===== src/rtl/outsignal_deserializer.sv =====
// Serial receiver for the processor's outSignal/clkout pair: sync, frame, queue bytes for a valid/ready reader.
// Optional even-parity bit enabled by defining OUTSIG_PARITY_EN.
`timescale 1ns/1ps
module outsignal_deserializer #(
   parameter int FIFO_DEPTH = 4
) (
   input  logic                          clock,
   input  logic                          reset,
   input  logic                          ser_clk,
   input  logic                          ser_data,
   output logic [7:0]                    rx_data,
   output logic                          rx_valid,
   input  logic                          rx_ready,
   output logic [$clog2(FIFO_DEPTH):0]   fifo_count,
   output logic                          frame_err,
   output logic                          parity_err,
   output logic                          overrun
);

   localparam int AW = $clog2(FIFO_DEPTH);
   localparam int PW = AW + 1;

`ifdef OUTSIG_PARITY_EN
   typedef enum logic [1:0] {IDLE, DATA, PARITY, STOP} state_t;
`else
   typedef enum logic [1:0] {IDLE, DATA, STOP} state_t;
`endif

   logic [2:0]    clk_sh_q, clk_sh_d;
   logic [1:0]    dat_sh_q, dat_sh_d;
   state_t        state_q, state_d;
   logic [2:0]    cnt_q, cnt_d;
   logic [7:0]    shift_q, shift_d;
   logic          ferr_q, ferr_d;
   logic          ovr_q, ovr_d;
   logic [PW-1:0] wr_q, wr_d, rd_q, rd_d;
   logic [7:0]    mem_q [FIFO_DEPTH];
   logic [7:0]    mem_d [FIFO_DEPTH];
`ifdef OUTSIG_PARITY_EN
   logic          pflag_q, pflag_d;
   logic          perr_q, perr_d;
`endif

   logic tick, sample, byte_done, empty, full, push, pop;

   // Bit 2 of the clock shift register exists only to detect the synchronized rising edge.
   assign tick   = clk_sh_q[1] & ~clk_sh_q[2];
   assign sample = dat_sh_q[1];

   always_comb begin
      clk_sh_d  = {clk_sh_q[1:0], ser_clk};
      dat_sh_d  = {dat_sh_q[0], ser_data};
      state_d   = state_q;
      cnt_d     = cnt_q;
      shift_d   = shift_q;
      ferr_d    = 1'b0;
      byte_done = 1'b0;
`ifdef OUTSIG_PARITY_EN
      pflag_d   = pflag_q;
      perr_d    = 1'b0;
`endif
      if (tick) begin
         case (state_q)
            IDLE: begin
               if (!sample) begin
                  state_d = DATA;
                  cnt_d   = 3'd0;
`ifdef OUTSIG_PARITY_EN
                  pflag_d = 1'b0;
`endif
               end
            end
            DATA: begin
               shift_d[cnt_q] = sample;
               cnt_d          = cnt_q + 3'd1;
               if (cnt_q == 3'd7) begin
`ifdef OUTSIG_PARITY_EN
                  state_d = PARITY;
`else
                  state_d = STOP;
`endif
               end
            end
`ifdef OUTSIG_PARITY_EN
            PARITY: begin
               if (sample != ^shift_q) pflag_d = 1'b1;
               state_d = STOP;
            end
`endif
            STOP: begin
               state_d = IDLE;
               if (!sample) begin
                  ferr_d = 1'b1;
`ifdef OUTSIG_PARITY_EN
               end else if (pflag_q) begin
                  perr_d = 1'b1;
`endif
               end else begin
                  byte_done = 1'b1;
               end
            end
            default: state_d = IDLE;
         endcase
      end
   end

   // MSB of the pointers separates a full buffer from an empty one.
   assign empty = (wr_q == rd_q);
   assign full  = (wr_q[AW] != rd_q[AW]) && (wr_q[AW-1:0] == rd_q[AW-1:0]);
   assign pop   = !empty && rx_ready;
   assign push  = byte_done && (!full || pop);

   always_comb begin
      mem_d = mem_q;
      wr_d  = wr_q;
      rd_d  = rd_q;
      ovr_d = byte_done && full && !pop;
      if (push) begin
         mem_d[wr_q[AW-1:0]] = shift_q;
         wr_d                = wr_q + PW'(1);
      end
      if (pop) rd_d = rd_q + PW'(1);
   end

   always_ff @(posedge clock or negedge reset) begin
      if (!reset) begin
         clk_sh_q <= 3'b000;
         dat_sh_q <= 2'b11;
         state_q  <= IDLE;
         cnt_q    <= 3'd0;
         shift_q  <= 8'h00;
         ferr_q   <= 1'b0;
         ovr_q    <= 1'b0;
         wr_q     <= '0;
         rd_q     <= '0;
         for (int i = 0; i < FIFO_DEPTH; i++) mem_q[i] <= 8'h00;
`ifdef OUTSIG_PARITY_EN
         pflag_q  <= 1'b0;
         perr_q   <= 1'b0;
`endif
      end else begin
         clk_sh_q <= clk_sh_d;
         dat_sh_q <= dat_sh_d;
         state_q  <= state_d;
         cnt_q    <= cnt_d;
         shift_q  <= shift_d;
         ferr_q   <= ferr_d;
         ovr_q    <= ovr_d;
         wr_q     <= wr_d;
         rd_q     <= rd_d;
         mem_q    <= mem_d;
`ifdef OUTSIG_PARITY_EN
         pflag_q  <= pflag_d;
         perr_q   <= perr_d;
`endif
      end
   end

   assign rx_valid   = !empty;
   assign rx_data    = empty ? 8'h00 : mem_q[rd_q[AW-1:0]];
   assign fifo_count = wr_q - rd_q;
   assign frame_err  = ferr_q;
   assign overrun    = ovr_q;
`ifdef OUTSIG_PARITY_EN
   assign parity_err = perr_q;
`else
   assign parity_err = 1'b0;
`endif

endmodule


===== config.mk =====
export PLATFORM = sky130hd
export DESIGN_NAME = outsignal_deserializer
export DESIGN_NICKNAME = d
export VERILOG_FILES = /design/src/rtl/outsignal_deserializer.sv
export SDC_FILE = /design/constraint.sdc
export NUM_CORES = 1
export LEC_CHECK = 0
export BUFFER_PORTS_ARGS = -buffer_cell sky130_fd_sc_hd__buf_4
export CAP_MARGIN = 20
export CORE_MARGIN = 4
export CORE_UTILIZATION = 64
export DETAILED_ROUTE_END_ITERATION = 8
export GPL_TIMING_DRIVEN = 0
export PLACE_DENSITY_LB_ADDON = 0.25
export SETUP_SLACK_MARGIN = 0.2
export SLEW_MARGIN = 20
export SYNTH_ARGS = -nofsm -noshare
export SYNTH_HDL_FRONTEND = slang
export SYNTH_SLANG_ARGS = --single-unit

===== constraint.sdc =====
create_clock -name clock -period 4 [get_ports clock]
set_clock_uncertainty 0.1 [all_clocks]
set_input_delay 0.6 -clock clock [delete_from_list [all_inputs] [get_ports clock]]
set_output_delay 0.6 -clock clock [all_outputs]
set_load 0.03 [all_outputs]

==> flow_summary_export.csv <==
group,metric,value,unit
layout,drive_gt1_frac,0.4330,
global_routing,grt.overflow.total,0,
layout,syn2layout_area_growth,13.71,%
routing,drcViolationCount,0,
sta,rsz0062_at_grt,"false",
floorplanning,rows,23,
routing,drtIter0Drc,116,
run_status,outcome,"completed",
sta,finalSetupTns,0,ps
worst_setup_path,critPathMaxStageDelay,560,ps
clock_tree,cts_inserted_buffers,9,
layout,finalNetCount,234,
floorplanning,die_y,73.96,um
clock_tree,postCtsHoldBufs,0,
logic_synthesis,synth_compound_area_frac,0.04989,
worst_setup_path,r2r-end,"mem_q[0]",
pwr,p_per_area,561.9,nW/um2
pwr,p_switching,615.1,uW
logic_synthesis,synth_cells,190,
pwr,p_int,1164,uW
logic_synthesis,synth_top_family_by_area,"multiplexers",
sta,fin_crit,3400,ps
floorplanning,die_w,73.96,um
layout,layout_commonest_cell,"dfrtp_1",
sta,hold_viol_final,0,
pwr,netSwitchingFraction,0.3458,
logic_synthesis,synth_fp_nets,205,
clock_tree,root_buffer,"clkbuf_8",
logic_synthesis,post_synth_num_cell_types,36,
worst_setup_path,path_depth,7,
logic_synthesis,yosysWarnings,0,
clock_tree,cts_tree,"built",
logic_synthesis,syn_area,2784,um2
routing,dr_total_vias,1623,
clock_tree,cts_sinks,58,
logic_synthesis,seq_area_frac_synth,0.5222,
worst_setup_path,critPathKind,"flip-flop to output pin",
sta,timing.final.crit_share,0.8500,
floorplanning,start_util,0.6765,
layout,diodes,0,
routing,ant_nets,0,
sta,slew_viol_final,0,
worst_setup_path,critPathBufInv,3,
sta,fmax,294.1,MHz
logic_synthesis,muxShareOfSynthArea,0.2387,
global_routing,grt_max_degree,59,
global_routing,grt_first_pass_wirelength,8721,um
worst_setup_path,critPathArrivalTime,2700,ps
floorplanning,pin_count,20,
worst_setup_path,reg2regPathDepth,7,
global_routing,grt_pass1_vias,1726,
placement,gp_congestion,0.7582,
worst_setup_path,worstReg2RegStart,"rd_q[1]",
clock_tree,post_cts.repair.setup_buffers,0,
sta,slew_headroom,0.5218,
clock_tree,clockBufferDepth,2,
layout,fin_area,3166,um2
routing,drt-total-wl,5036,um
pwr,seqPwrFrac,0.423,
worst_setup_path,r2r_setup_slack,1020,ps
worst_setup_path,cp-start-kind,"flip-flop",
logic_synthesis,yosys.area_share.simple,0.08944,
worst_setup_path,cp-end-kind,"output pin",
clock_tree,htreeDepth,3,
logic_synthesis,synth.avg_cell_area,14.65,um2
clock_tree,insertion_delay,330,ps
clock_tree,postCtsResizedCells,0,
pwr,pwr-share-clk,0.281,
placement,hpwl,3357,um
global_routing,antenna_found_initial,0,
logic_synthesis,synthAdderAreaFrac,0.04764,
logic_synthesis,ys_ff_latch,58,
flow_run,max-cap-violations,0,
routing,dr.pass1.iters,4,
sta,worst_pin_slew,714.7,ps
worst_setup_path,crit_fanout,10,
routing,viasPerCell,5.923,
pwr,comb_power_share,0.296,
pwr,power,1779,uW
floorplanning,fp.dieArea,5469,um2
layout,final_cell_mix,"dfrtp_1, mux2_2, buf_4",
layout,nFillCells,252,
min_path,hp-class,"input pin to async pin",
global_routing,grtUsageTotal,0.2213,
worst_setup_path,required,3300,ps
placement,place_area,2982,um2
routing,wl_per_cell,18.38,um
pwr,ir_drop,0.3014,mV
sta,setup_violations,0,
worst_setup_path,path_delay_family,"buffers and inverters",
clock_tree,path_clk_slew,70,ps
placement,io_buffers,18,
logic_synthesis,synthXorXnorAreaFrac,0.02562,
floorplanning,core,4115,um2
worst_setup_path,crit_chain,"clkbuf_1, inv_1, ha_1, nand2_1, nor2_1, nor2b_1, buf_4",
worst_setup_path,critical_path.slowest_cell,"nor2_1",
pwr,leakage,0.001482,uW
cell usage after synthesis (all sizes together):
| library cell | number | share of area |
|---|---|---|
| and3b | 1 | 0.0031 |
| xnor2 | 3 | 0.0094 |
| nand4b | 3 | 0.0094 |
| a211oi | 5 | 0.031 |
| dfrtp | 56 | 0.50 |
| fa | 1 | 0.0072 |
| nand3b | 6 | 0.021 |
| and4bb | 1 | 0.0045 |
| ha | 9 | 0.040 |
| o211ai | 1 | 0.0027 |
| nand4 | 1 | 0.0022 |
| dfstp | 2 | 0.019 |
| nand3 | 2 | 0.0036 |
| conb | 1 | 0.0013 |
| mux4 | 8 | 0.065 |
| buf | 4 | 0.010 |
| clkbuf | 5 | 0.0067 |
| mux2 | 43 | 0.17 |
| nor2b | 8 | 0.018 |
| nor2 | 4 | 0.0054 |
| nand2 | 4 | 0.0054 |
| nor4bb | 1 | 0.0036 |
| o31ai | 1 | 0.0027 |
| inv | 6 | 0.0081 |
| o21ai | 3 | 0.0067 |
| nor3 | 2 | 0.0036 |
| xor2 | 3 | 0.016 |
| or3b | 1 | 0.0031 |
| nand2b | 3 | 0.0067 |
| a22o | 2 | 0.0063 |
how the worst max path moves through the flow:
stage	start	endpoint	slack [ps]
after floorplan	rd_q[1]	rx_data[0]	1550
after global placement	rd_q[1]	rx_data[4]	1070
after detailed placement	rd_q[1]	rx_data[1]	870
after CTS	rd_q[1]	rx_data[1]	510
after global routing	rd_q[1]	rx_data[4]	300
final	rd_q[1]	rx_data[1]	600
power groups by stage:
stage	logic (uW)	clock network, uW	registers, uW
final	527	499	753
after global routing	583	540	764
after CTS	536	504	750
after detailed placement	532	0	760
after global placement	507	0	749
after floorplan	398	0	734
metal layers:
| layer | global-route usage | wire length, um | vias up |
|---|---|---|---|
| met5 | 0 | 0 | - |
| met4 | 0.08451 | 35 | 0 |
| met3 | 0.05946 | 200 | 6 |
| met2 | 0.3445 | 2587 | 36 |
| met1 | 0.3010 | 2213 | 845 |
| li1 | - | - | 736 |
cell families after synthesis:
kind of cell             after synthesis
AO/OA/AOI/OAI                         12
AND/OR/NAND/NOR                       37
other                                  1
adder cells (fa/ha/maj)               10
buffers and inverters                 15
XOR/XNOR                               6
flip-flops                            58
multiplexers                          51
metrics by stage:
step / utilization / hold WS (ps) / setup slack (ps) / instances
floorplan: - / 204.4 / 1553 / 190
global placement: 0.7245 / 234.3 / 1066 / 258
detailed placement: 0.7245 / 247.3 / 867.9 / 258
CTS: 0.7692 / 246.7 / 506.8 / 274
global route: 0.7692 / 254.1 / 301.5 / 274
finish: 0.7692 / 209.2 / 599.9 / 274
sequential cells by signal, summed over array words and instances (netlist names):
name and cells:
dat_sh_q 2, clk_sh_q 3, wr_q 3, shift_q 8
frame_err 1, cnt_q 3, rd_q 3, overrun 1
mem_q 32, state_q 2
layout make-up:
type / count / area (um2) / area share
buffer: 9 / 47.55 / 0.01502
clock buffer: 15 / 176.4 / 0.05573
clock inverter: 1 / 7.507 / 0.002372
inverter: 6 / 22.52 / 0.007115
multi-input combinational: 117 / 1260 / 0.3980
sequential: 58 / 1454 / 0.4593
tap: 50 / 62.56 / 0.01976
timing repair buffer: 18 / 135.1 / 0.04269
(Power assumes the default switching activity.)
